[src/rtl/riscv_pkg.sv]
// Shared pipeline definitions for riscv_core: datapath width, the canonical
// NOP, the default reset vector and the IF/ID pipeline-register layout that
// decode and the hazard unit also consume.
package riscv_pkg;

  localparam int XLEN = 32;

  // addi x0, x0, 0 -- the bubble placed in IF/ID on a flush
  localparam logic [31:0] NOP_INSTR = 32'h0000_0013;

  localparam logic [XLEN-1:0] RESET_PC_DEFAULT = '0;

  typedef struct packed {
    logic [XLEN-1:0] pc;
    logic [XLEN-1:0] pc4;
    logic [31:0]     instr;
    logic            valid;
  } if_id_t;

  // Force a byte address onto a word boundary by clearing bits [1:0]
  function automatic logic [XLEN-1:0] align_word(input logic [XLEN-1:0] addr);
    return {addr[XLEN-1:2], 2'b00};
  endfunction

endpackage

[src/rtl/if_stage_if.sv]
// Instruction-memory bus between the fetch stage (master) and IMEM (slave).
// The read is purely combinational: imem_rdata answers imem_addr in the same
// cycle, so there is no handshake.
interface if_stage_if #(
  parameter int XLEN = riscv_pkg::XLEN
);

  logic [XLEN-1:0] imem_addr;
  logic [31:0]     imem_rdata;

  modport master (
    output imem_addr,
    input  imem_rdata
  );

  modport slave (
    input  imem_addr,
    output imem_rdata
  );

endinterface

[src/rtl/if_id_reg.sv]
// IF/ID pipeline register with flush, hold and load controls.
// Priority: rst > flush > hold > load. A flush turns the entry into a bubble
// (NOP, valid=0) but keeps pc/pc4 so decode never sees a stale-looking PC jump.
module if_id_reg
  import riscv_pkg::*;
(
  input  logic   clk,
  input  logic   rst,
  input  logic   flush,
  input  logic   hold,
  input  if_id_t load_data,
  output if_id_t q
);

  if_id_t q_reg;
  if_id_t q_next;

  // Select the next register contents from the flush/hold/load controls
  always_comb begin
    q_next = q_reg;
    if (flush) begin
      q_next.instr = NOP_INSTR;
      q_next.valid = 1'b0;
    end else if (!hold) begin
      q_next = load_data;
    end
  end

  // Register update; reset yields an empty bubble with zeroed PCs
  always_ff @(posedge clk) begin
    if (rst) begin
      q_reg.pc    <= '0;
      q_reg.pc4   <= '0;
      q_reg.instr <= NOP_INSTR;
      q_reg.valid <= 1'b0;
    end else begin
      q_reg <= q_next;
    end
  end

  assign q = q_reg;

endmodule

[src/rtl/if_stage.sv]
// Instruction-fetch stage: owns the PC, drives the IMEM address, and fills
// the IF/ID register. Per-cycle priority is rst > redirect > stall > fetch.
// Also keeps a sticky misaligned-target flag and fetch/flush counters.
module if_stage
  import riscv_pkg::*;
#(
  parameter logic [31:0] RESET_PC = RESET_PC_DEFAULT,
  parameter int          XLEN     = riscv_pkg::XLEN
) (
  input  logic             clk,
  input  logic             rst,
  input  logic             stall,
  input  logic             redirect,
  input  logic [XLEN-1:0]  redirect_pc,
  if_stage_if.master       imem,
  output logic [XLEN-1:0]  if_id_pc,
  output logic [XLEN-1:0]  if_id_pc4,
  output logic [31:0]      if_id_instr,
  output logic             if_id_valid,
  output logic             misalign_err,
  output logic [31:0]      fetch_count,
  output logic [31:0]      flush_count
);

  logic [XLEN-1:0] pc_reg;
  logic [XLEN-1:0] pc_next;
  logic [XLEN-1:0] pc_plus4;
  logic            misalign_reg;
  logic            misalign_next;
  logic [31:0]     fetch_count_reg;
  logic [31:0]     fetch_count_next;
  logic [31:0]     flush_count_reg;
  logic [31:0]     flush_count_next;

  if_id_t if_id_load;
  if_id_t if_id_q;

  // Sequential successor; wraps naturally at 2^XLEN
  assign pc_plus4 = pc_reg + XLEN'(4);

  // IMEM sees the current PC at all times, reset included
  assign imem.imem_addr = pc_reg;

  // Next PC, counters and sticky flag following the per-cycle priority
  always_comb begin
    pc_next          = pc_reg;
    misalign_next    = misalign_reg;
    fetch_count_next = fetch_count_reg;
    flush_count_next = flush_count_reg;
    if (redirect) begin
      pc_next          = align_word(redirect_pc);
      flush_count_next = flush_count_reg + 32'd1;
      if (redirect_pc[1:0] != 2'b00) begin
        misalign_next = 1'b1;
      end
    end else if (!stall) begin
      pc_next          = pc_plus4;
      fetch_count_next = fetch_count_reg + 32'd1;
    end
  end

  // PC, flag and counter registers
  always_ff @(posedge clk) begin
    if (rst) begin
      pc_reg          <= RESET_PC;
      misalign_reg    <= 1'b0;
      fetch_count_reg <= '0;
      flush_count_reg <= '0;
    end else begin
      pc_reg          <= pc_next;
      misalign_reg    <= misalign_next;
      fetch_count_reg <= fetch_count_next;
      flush_count_reg <= flush_count_next;
    end
  end

  // Entry presented to IF/ID when neither flushing nor holding
  always_comb begin
    if_id_load.pc    = pc_reg;
    if_id_load.pc4   = pc_plus4;
    if_id_load.instr = imem.imem_rdata;
    if_id_load.valid = 1'b1;
  end

  if_id_reg u_if_id_reg (
    .clk       (clk),
    .rst       (rst),
    .flush     (redirect),
    .hold      (stall),
    .load_data (if_id_load),
    .q         (if_id_q)
  );

  assign if_id_pc     = if_id_q.pc;
  assign if_id_pc4    = if_id_q.pc4;
  assign if_id_instr  = if_id_q.instr;
  assign if_id_valid  = if_id_q.valid;
  assign misalign_err = misalign_reg;
  assign fetch_count  = fetch_count_reg;
  assign flush_count  = flush_count_reg;

endmodule

[src/flat_wrapper.sv]
// flat-port wrapper written by rule: the top's interface ports become plain ports
module if_stage_flat import riscv_pkg::*;
#(
  parameter logic [31:0] RESET_PC = RESET_PC_DEFAULT,
  parameter int          XLEN     = riscv_pkg::XLEN
)
  (clk, rst, stall, redirect, redirect_pc, if_id_pc, if_id_pc4, if_id_instr, if_id_valid, misalign_err, fetch_count, flush_count, imem_imem_addr, imem_imem_rdata);
  if_stage_if #(.XLEN(XLEN)) imem_i ();
  input  logic clk;
  input  logic rst;
  input  logic stall;
  input  logic redirect;
  input  logic [XLEN-1:0] redirect_pc;
  output logic [XLEN-1:0] if_id_pc;
  output logic [XLEN-1:0] if_id_pc4;
  output logic [31:0] if_id_instr;
  output logic if_id_valid;
  output logic misalign_err;
  output logic [31:0] fetch_count;
  output logic [31:0] flush_count;
  output wire logic [$bits(imem_i.imem_addr)-1:0] imem_imem_addr;
  input wire logic [$bits(imem_i.imem_rdata)-1:0] imem_imem_rdata;
  assign imem_imem_addr = imem_i.imem_addr;
  assign imem_i.imem_rdata = imem_imem_rdata;
  if_stage #(.RESET_PC(RESET_PC), .XLEN(XLEN)) u_core (.clk(clk), .rst(rst), .stall(stall), .redirect(redirect), .redirect_pc(redirect_pc), .imem(imem_i), .if_id_pc(if_id_pc), .if_id_pc4(if_id_pc4), .if_id_instr(if_id_instr), .if_id_valid(if_id_valid), .misalign_err(misalign_err), .fetch_count(fetch_count), .flush_count(flush_count));
endmodule
[config.mk]
export PLATFORM = sky130hd
export DESIGN_NAME = if_stage_flat
export DESIGN_NICKNAME = d
export VERILOG_FILES = /design/src/rtl/riscv_pkg.sv /design/src/rtl/if_stage_if.sv /design/src/rtl/if_id_reg.sv /design/src/rtl/if_stage.sv /design/src/flat_wrapper.sv
export SDC_FILE = /design/constraint.sdc
export NUM_CORES = 1
export LEC_CHECK = 0
export CORE_MARGIN = 5
export CORE_UTILIZATION = 44
export CTS_CLUSTER_DIAMETER = 200
export CTS_CLUSTER_SIZE = 40
export DETAILED_ROUTE_END_ITERATION = 10
export GPL_TIMING_DRIVEN = 0
export PLACE_DENSITY = 0.78
export SLEW_MARGIN = 20
export SYNTH_ARGS = -nofsm -noshare
export SYNTH_HDL_FRONTEND = slang
export SYNTH_HIERARCHICAL = 1
export SYNTH_SLANG_ARGS = --single-unit
[constraint.sdc]
create_clock -name clk -period 2.3 [get_ports clk]
set_input_delay 0.345 -clock clk [delete_from_list [all_inputs] [get_ports clk]]
set_output_delay 0.345 -clock clk [all_outputs]
set_load 0.005 [all_outputs]
# Word-level counts from Yosys, hierarchy flattened
# Index checks and enable logic that the tools add are counted.
# totals
output_inout_bits	194
reg_bits	194
wordCells	21
# op_classes
reduce_logical	4
bitwise	2
addsub	3
mux	2
eq_ne	1
# ops
operator	n
32-bit by 1-bit adder with 32-bit output (second input constant)	2
32-bit 2-to-1 mux	2
32-bit by 3-bit adder with 32-bit output (second input constant)	1
2-bit AND reduction	2
2-bit by 1-bit inequality test with 1-bit output (second input constant)	1
1-bit NOT	2
2-bit nonzero test	1
2-bit OR reduction	1

# Depth between registers and ports, before layout
# Gate-level depths: netlist (run 1).
# depth
depth_word	3
mapped_depth	9

# By module
# The synthesis (run 1) kept the hierarchy.
# modules_own_cells
mod	cells_per_inst	n_inst	area_each_um2
if_stage	675	1	5402.7
if_id_reg	398	1	3844.9

# Worst setup path after synthesis (run 1)
# No wires, ideal clock.
# synth_timing
path_kind	flip-flop to flip-flop
startpoint	register u_core.pc_reg[2], in the netlist u_core/imem.imem_addr[2]
endpoint	register u_core.u_if_id_reg.q_reg (netlist bit u_core/u_if_id_reg/q[55])
required_ns	2.230
t_arrival_ns	2.250
path_slack_ns	-0.021
path_buffers	0
stages_incl_launch_ff	8
cell_sequence	dfxtp_1 > ha_1 > nand3_1 > nor4_1 > nand4_1 > xnor2_1 > or3b_1 > a21oi_1
# synth_via
elab_chain_len	1
# synth_lines
element	line_no	source
start: declaration	if_stage.sv:25	logic [XLEN-1:0] pc_reg;
start signal: assignment	if_stage.sv:70	pc_reg <= pc_next;
32-bit by 3-bit adder with 32-bit output	if_stage.sv:39	assign pc_plus4 = pc_reg + XLEN'(4);
named net u_core.pc_plus4[22]	if_stage.sv:27	logic [XLEN-1:0] pc_plus4;
end signal: assignment	if_id_reg.sv:37	q_reg <= q_next;
end: declaration	if_id_reg.sv:15	if_id_t q_reg;
# The timed path passes the listed nets, and every way through them passes these cells.
# A chain may end at the register's enable or synchronous reset.

# Worst setup path in the final report (run 1)
# layout_timing
startpoint	register u_core.pc_reg[13], in the netlist u_core/imem.imem_addr[13]
endpoint	register u_core.u_if_id_reg.q_reg (netlist bit u_core/u_if_id_reg/q[60])
# Same word-level chain as after synthesis.

==> run metrics, run 1 <==
status=finished, violations left; failing checks=negative setup slack; Top Ports=262; Syn Inst Count=1073; peak supply drop=0.473 mV; Iteration-0 DRC Markers=768; Final Power=7.26 mW; CTS root buf=clkbuf_16; clock buffer depth=2; multiplexer share of the synthesized area=0.0403; post-DR vias/cell=5.62; final core utilization=0.627; Worst setup SP type=flip-flop; Die W=155 µm; leakage=4.44 nW; worst hold start=stall; via count of the first global-routing pass=8657; cell taking the most area after synthesis=dfxtp_1; Ys Warns=6; Synth Area in Simple Gates=0.262; Synth Cell Area=9250 µm²; std cell rows=53; crit path DAT=2.68 ns; Max Clk Rate=429 MHz; Mean Syn Cell Area=8.62 µm²; Overflow after GRT=0; Largest register FFs=97; PwrDens=555 nW/µm²; Post-synth EDFFs=0; clk_lat worst skew=0.43 ns; Initial Util=0.443; Max-Slew Margin vs Limit=0.503; clk slew on worst S/H paths=0.07 ns; CP Capture Type=flip-flop; Min Clock Period, post-route=2.33 ns; RSZ-0062 raised after global routing=yes; largest net degree at the start of global routing=20; initial antenna violation count=5; Sink Count=192; largest family of logic cells by synthesized area=simple AND/OR/NAND/NOR gates; Slew @ Worst Pin=0.745 ns; layout cells sized above 1=0.106; sequential fraction of the synthesis area=0.416; max cap viols=0; Routed WL=30000 µm; H-tree depth=4; via count=9312; remaining antenna violation count=0; CTS tree=done; worst-case clock skew=0.00788 ns; most frequent cells in the layout=257 x clkdlybuf4s50_1, 173 x dfxtp_1, 114 x a21oi_1; GRT Util Overall=0.237; area fraction of the dominant cell type after synthesis=0.416; Avg WL per Cell=18.1 µm; xor/xnor share of the synthesized area=0.0578; antenna fix cells=0; area grow syn2layout=41.6%; Worst R2R End=u_core/u_if_id_reg/q[60]; Tcrit/Tclk final=1.01; Synth Area in Compound Gates=0.160; adder-cell share of the synthesized area=0.00406; asr flop ratio synth=0; worst path required time=2.65 ns; R2R depth=7; CP Max Fanout=6; final setup margin=-0.0311 ns; Nets=1441; final setup vio count=3; Initial DRT Pass Iterations=5; Main synth FF type=dfxtp_1; Post-DP Area=12200 µm²; first-pass GRT wire length=46300 µm; Netlist cell types=58; number of buffers created by CTS=17; hold depth=3; GP Congestion=0.926; Design Area, Final=13100 µm²; largest cells by area after synthesis=dfxtp_1 42%, a21oi_1 6.2%, or3b_1 5.1%; Die H=155 µm; port buffer count=258; Synth Register Bits=192; Slew Limit Fails=0; r2r setup slk=-0.03 ns; Min-Delay Endpoint=u_core/u_if_id_reg/q[94]; HPWL Detailed=22000 µm; core area=20900 µm²; die area=24000 µm²; Worst Hold Class=in2reg; final hold violation count=0; DRC violations left=0; CP Class=reg2reg; commonest non-fill, non-tap cell in the layout=clkdlybuf4s50_1; reg2reg start=u_core/imem.imem_addr[13]
routing by layer:
layer	global-route usage	share of wire
met1	0.305	0.41
met2	0.391	0.47
met3	0.0662	0.093
met4	0.0677	0.021
met5	0	0.0018
worst max-delay path by stage:
stage | slack (ns) | depth (start not counted) | endpoint | from
final | -0.03 | 7 | u_core/u_if_id_reg/q[60] | u_core/imem.imem_addr[13]
after global routing | -0.08 | 8 | u_core/u_if_id_reg/q[64] | u_core/imem.imem_addr[10]
after CTS | 0.003 | 6 | u_core/u_if_id_reg/q[64] | u_core/imem.imem_addr[21]
after detailed placement | -0.52 | 7 | u_core/flush_count[29] | redirect
after global placement | -0.50 | 7 | u_core/flush_count[29] | redirect
after floorplan | 0.03 | 8 | u_core/u_if_id_reg/q[64] | u_core/imem.imem_addr[20]
cells in the mapped netlist, types with 7 or more instances:
cell      number
xnor2_1       38
a211oi_1       9
or3b_2        10
nor3_1        14
dfxtp_1      192
nor4_1        11
or4_1         37
nand4_1       29
nor2_1        93
o21ai_0       83
or3_1         23
buf_2         15
o31ai_1       30
or3b_1        54
and3_1         7
xor2_1        23
and4_1        14
a21oi_1      115
nand2_1       56
buf_6          7
nand3_1       27
mux2i_1       35
inv_1         17
a311oi_1       8
clkbuf_1      59
cell type report:
class | count | area, µm²
multi-input cells | 772 | 5000
well taps | 275 | 344
clock inverters | 15 | 148
repair buffers | 276 | 2720
clock buffers | 17 | 425
fillers | 1809 | 7790
inverters | 19 | 75.1
flip-flops and latches | 192 | 3880
plain buffers | 92 | 505
power by group:
group,leakage [nW],switching [mW],internal [mW]
combinational,2.59,0.399,0.460
sequential,1.57,0.115,3.42
clock,0.281,1.43,1.44
critical path: stages (launching register included):
cell	delay, ns
dfxtp_1	0.48
nand4_1	0.19
buf_4	0.19
or4_1	0.58
nor2_2	0.16
xor2_1	0.16
or3b_1	0.37
a21oi_1	0.13
per-stage QoR:
| stage | TNS, ns | hold WS, ns | worst slack (ns) | cells |
|---|---|---|---|---|
| after CTS | 0 | 0.237 | 0.00295 | 1645 |
| after floorplan | 0 | 0.442 | 0.0330 | 1078 |
| after global placement | -26.25 | 0.440 | -0.500 | 1611 |
| after detailed placement | -28.39 | 0.450 | -0.520 | 1611 |
| final | -0.0768 | 0.259 | -0.0311 | 1658 |
| after global routing | -0.272 | 0.245 | -0.0806 | 1658 |
cell families (layout without fill, tap and decap cells):
kind of cell | count (synthesis) | in the layout
buffers and inverters | 114 | 419
flip-flops | 192 | 192
AO/OA/AOI/OAI | 260 | 260
XOR/XNOR | 61 | 61
AND/OR/NAND/NOR | 404 | 404
other | 2 | 7
adder cells (fa/ha/maj) | 3 | 3
multiplexers | 37 | 37
what timing repair did:
action                                  in CTS  in global routing
resized for setup                           39                 32
hold buffers                                 0                  0
endpoints found under the setup margin      35                 28
setup buffers                                5                 13
pin swaps                                    7                  8
(Power assumes the default switching activity.)
==> run 2: changes to the inputs <==
==> constraint.sdc (replaced) <==
create_clock -name clk -period 2.3 [get_ports clk]
set_input_delay 0.46 -clock clk [delete_from_list [all_inputs] [get_ports clk]]
set_output_delay 0.46 -clock clk [all_outputs]
set_load 0.005 [all_outputs]
==> run 2 against run 1 <==
Clock power is essentially flat. Setup slack improved by 0.032 ns. Non-clock buffer count is the same. The run now ends clean. Highest routed layer unchanged. Utilization about the same. Critical path type unchanged.
==> run metrics, run 2 (synthesized netlist as in run 1, its figures left out) <==
peak supply drop=0.473 mV; Sw Pwr=1.94 mW; CTS tree=done; largest net degree at the start of global routing=20; Die H=155 µm; port buffer count=258; GP Congestion=0.926; clock buffer depth=2; number of buffers created by CTS=17; CP Cell Sequence=nand4_1 -> buf_4 -> or3_4 -> nor3_4 -> xor2_1 -> or3b_2 -> a21oi_2; leakage=4.47 nW; CP Max Fanout=10; Iteration-0 DRC Markers=773; Pint=5.33 mW; Comb pwr share=0.118; slowest CP cell=dfxtp_1; Largest register FFs=97; RSZ-0062 raised after global routing=yes; Design Area, Final=13100 µm²; worst-case clock skew=0.00727 ns; clk_lat worst skew=0.43 ns; final setup vio count=0; antenna fix cells=0; Overflow after GRT=0; Initial DRT Pass Iterations=6; H-tree depth=4; GRT Util Overall=0.237; crit path DAT=2.66 ns; most frequent cells in the layout=257 x clkdlybuf4s50_1, 174 x dfxtp_1, 114 x a21oi_1; core area=20900 µm²; Min Clock Period, post-route=2.30 ns; initial antenna violation count=5; Top Ports=262; Tcrit/Tclk final=1.00; via count of the first global-routing pass=8655; hold_ws=0.372 ns; area grow syn2layout=41.7%; CTS root buf=clkbuf_16; Die W=155 µm; die area=24000 µm²; CP Class=reg2reg; critical path buffer and inverter count=1; fill count=1804; via count=9310; DRC violations left=0; Reg power frac=0.486; Max Clk Rate=435 MHz; final core utilization=0.627; Max-Slew Margin vs Limit=0.477; Worst path top cell family by delay=simple AND/OR/NAND/NOR gates; Post-DP Area=12200 µm²; HPWL Detailed=22000 µm; Worst setup SP type=flip-flop; Sw Share=0.267; Slew @ Worst Pin=0.785 ns; commonest non-fill, non-tap cell in the layout=clkdlybuf4s50_1; Worst Hold Class=in2reg; Slew Limit Fails=0; Nets=1441; CP Capture Type=flip-flop; clock share of power=0.395; first-pass GRT wire length=46300 µm; max cap viols=0; final hold violation count=0; Sink Count=192; remaining antenna violation count=0; Routed WL=30000 µm; post-DR vias/cell=5.62; PwrDens=555 nW/µm²; crit-path max cell delay=0.47 ns; layout cells sized above 1=0.107; status=complete, no violations; Avg WL per Cell=18.1 µm; clk slew on worst S/H paths=0.07 ns; Initial Util=0.443; hold bufs inserted after CTS=0; worst path required time=2.66 ns; std cell rows=53
-- run 2: cell types whose count changed in the layout (fill, tap and decap cells not counted), sizes merged --
cell	change
buf	-2
clkbuf	+3
dlygate4sd2	-1
-- run 2: final cells by class --
| cell class | instances | area, µm² | share of cell area |
|---|---|---|---|
| Multi-Input combinational cell | 772 | 5010 | 0.382 |
| Sequential cell | 192 | 3880 | 0.296 |
| Timing Repair Buffer | 277 | 2720 | 0.208 |
| Buffer | 91 | 507 | 0.0387 |
| Clock buffer | 17 | 425 | 0.0325 |
| Tap cell | 275 | 344 | 0.0263 |
| Clock inverter | 15 | 148 | 0.0113 |
| Inverter | 19 | 75.1 | 0.00573 |
-- run 2: timing repair --
item | CTS | global route
pin swaps | 7 | 12
endpoints found under the setup margin | 55 | 44
buffers inserted | 5 | 14
resized for setup | 39 | 38
-- run 2: final timing paths --
check | slack [ns] | cells after the start | start | end
worst max register to register | 0.0007 | 7 | u_core/imem.imem_addr[13] | u_core/u_if_id_reg/q[64]
worst min-delay path | 0.37 | 3 | stall | u_core/u_if_id_reg/q[94]
worst max-delay path | 0.0007 | 7 | u_core/imem.imem_addr[13] | u_core/u_if_id_reg/q[64]
worst min register to register | 0.46 | 2 | u_core/misalign_err | u_core/misalign_err
-- run 2: routing by layer --
layer  GRT usage  vias up  part of all wire
li1            -     4511                 -
met1       0.305     4314              0.42
met2       0.390      416              0.47
met3      0.0665       59             0.090
met4      0.0677       10             0.021
met5           0        -            0.0018
-- run 2: worst min-delay path: cells and delay by family --
kind,cells,cell delay (ns)
AO/OA/AOI/OAI,1,0.05
buffers and inverters,1,0.12
AND/OR/NAND/NOR,1,0.12
-- run 2: stage by stage --
step           setup WS [ns]  TNS [ns]  power (mW)  cells
2_1_floorplan         0.0330         0        3.97   1078
3_3_place_gp          -0.615    -36.26        4.43   1611
3_5_place_dp          -0.635    -38.41        4.44   1611
4_1_cts              0.00935         0        7.31   1645
5_1_grt              -0.0569    -0.191        7.58   1658
6_report            0.000671         0        7.27   1658
-- run 2: power groups by stage --
stage               combinational, mW  clock [mW]  sequential [mW]
detailed placement              0.832           0             3.60
finish                          0.861        2.87             3.54
CTS                             0.840        2.94             3.54
global route                    0.924        3.11             3.55
floorplan                       0.389           0             3.58
global placement                0.823           0             3.60
==> run 3: changes to the inputs <==
- CORE_UTILIZATION: 44 -> 52
- PLACE_DENSITY: 0.78 -> 0.86
- RECOVER_POWER: default -> 25
- clock period: 2.3 -> 2.9 ns (I/O delays scaled with it)
==> run 3 against run 2 <==
Sequential power is 21% lower. Cell count is 4.0% lower. Global-route usage is 4.9 points higher. Worst hold slack better by 0.081 ns. Clock power is 22% lower. Clock skew is 0.0038 ns higher. First-iteration DRC count is 1.6% lower. Fmax is 16% lower. Largest cell class unchanged.
==> run metrics, run 3 (synthesized netlist as in run 1, its figures left out) <==
Min-Delay Endpoint=u_core/misalign_err; crit path DAT=3.09 ns; layout cells sized above 1=0.0615; post-DR vias/cell=5.97; GRT Util Overall=0.286; port buffer count=258; Iteration-0 DRC Markers=761; CP Max Fanout=8; initial antenna violation count=1; clk slew on worst S/H paths=0.07 ns; largest net degree at the start of global routing=17; Max-Slew Margin vs Limit=0.500; Initial Util=0.533; Worst setup SP type=flip-flop; DRC violations left=0; Post-DP Area=12100 µm²; GRT busiest layer=met2; GR Util met2=0.483; pre-CTS setup slack=-0.186 ns; worst hold start=u_core/misalign_err; status=complete, no violations; first-pass GRT wire length=47500 µm; met1 usage=0.368; Slew Limit Fails=0; Die W=143 µm; R2R depth=8; via count=9504; Sw Share=0.253; Slew @ Worst Pin=0.750 ns; antenna fix cells=0; Reg power frac=0.491; Overflow after GRT=0; Routed WL=30400 µm; CP Capture Type=flip-flop; PwrDens=449 nW/µm²; Initial DRT Pass Iterations=5; area grow syn2layout=37.4%; Design Area, Final=12700 µm²; Tcrit/Tclk final=0.941; RSZ-0062 raised after global routing=no; r2r setup slk=0.17 ns; clock buffer depth=2; worst-case clock skew=0.0111 ns; Sink Count=192; Sw Pwr=1.44 mW; Largest register FFs=97; reg2reg start=u_core/imem.imem_addr[4]; Comb pwr share=0.115; final setup margin=0.170 ns; Nets=1426; final hold violation count=0; worst path required time=3.26 ns; Pint=4.26 mW; HPWL Detailed=22400 µm; core area=17400 µm²; remaining antenna violation count=0; peak supply drop=0.417 mV; CP Class=reg2reg; met3 track demand over resource=0.0609; Final Power=5.70 mW; std cell rows=48; clk_lat worst skew=0.43 ns; die area=20600 µm²; via count of the first global-routing pass=8860; leakage=4.53 nW; hold depth=2; Max Clk Rate=366 MHz; final setup vio count=0; Worst Hold Class=reg2reg; Worst R2R End=u_core/u_if_id_reg/q[62]; H-tree depth=4; number of buffers created by CTS=17; GP Congestion=0.969; Min Clock Period, post-route=2.73 ns; clock share of power=0.394; commonest non-fill, non-tap cell in the layout=dfxtp_1; Top Ports=262; max cap viols=0; CTS tree=done; Die H=143 µm; CTS root buf=clkbuf_16; Avg WL per Cell=19.1 µm; most frequent cells in the layout=192 x dfxtp_1, 169 x clkdlybuf4s50_1, 115 x a21oi_1
[run 3: cell types whose count changed in the layout (fill, tap and decap cells not counted), moves of 5 or more]
cell and delta:
buf_6 -5, buf_2 +8, clkbuf_2 -7, clkbuf_1 +9
dfxtp_2 -14, buf_4 -21, clkdlybuf4s50_1 -88, dlygate4sd3_1 +89
dfxtp_1 +18
[run 3: what timing repair did]
action | 4_1_cts | 5_1_grt
hold endpoints to repair | 0 | 0
hold buffers | 0 | 0
setup buffers | 0 | 0
setup endpoints to repair | 3 | 6
gates resized for setup | 1 | 4
[run 3: power groups by stage]
stage	clock [mW]	combinational (mW)	sequential (mW)
floorplan	0	0.308	2.84
global placement	0	0.649	2.85
detailed placement	0	0.661	2.86
CTS	2.27	0.666	2.80
global route	2.37	0.707	2.81
finish	2.25	0.658	2.80
[run 3: worst max-delay path, cell delays in order, from the launching register on]
cell and delay [ns]:
dfxtp_1 0.41, buf_2 0.23, nand4_1 0.19, or4_1 0.57, clkbuf_1 0.22, nor3_2 0.35, xnor2_1 0.19, or3b_1 0.38
a21oi_1 0.12
[run 3: how the worst max path moves through the flow]
| stage | end | depth (start not counted) | slack, ns | start |
|---|---|---|---|---|
| detailed placement | u_core/flush_count[29] | 7 | -0.19 | redirect |
| CTS | u_core/u_if_id_reg/q[55] | 7 | 0.12 | u_core/imem.imem_addr[2] |
| floorplan | u_core/u_if_id_reg/q[55] | 7 | 0.58 | u_core/imem.imem_addr[2] |
| global placement | u_core/flush_count[29] | 7 | -0.14 | redirect |
| finish | u_core/u_if_id_reg/q[62] | 8 | 0.17 | u_core/imem.imem_addr[4] |
| global route | u_core/u_if_id_reg/q[62] | 8 | 0.03 | u_core/imem.imem_addr[4] |
[run 3: area by class of cell]
| type | count | area, µm² |
|---|---|---|
| Buffer | 95 | 475 |
| Clock buffer | 19 | 443 |
| Clock inverter | 11 | 106 |
| Fill cell | 1360 | 4650 |
| Inverter | 19 | 71.3 |
| Multi-Input combinational cell | 772 | 4900 |
| Sequential cell | 192 | 3840 |
| Tap cell | 225 | 282 |
| Timing Repair Buffer | 258 | 2580 |
[run 3: metrics by stage]
step / hold slack [ns] / instances / TNS, ns / util
after detailed placement: 0.449 / 1561 / -1.92 / 0.699
after global placement: 0.436 / 1561 / -0.963 / 0.699
after CTS: 0.459 / 1591 / 0 / 0.731
final: 0.453 / 1591 / 0 / 0.732
after floorplan: 0.442 / 1078 / 0 / -
after global routing: 0.491 / 1591 / 0 / 0.732
[run 3: metal layers]
metal,routed length [µm],share of wire
met5,12,0.00039
met4,802,0.026
met3,2830,0.093
met2,14600,0.48
met1,12100,0.40
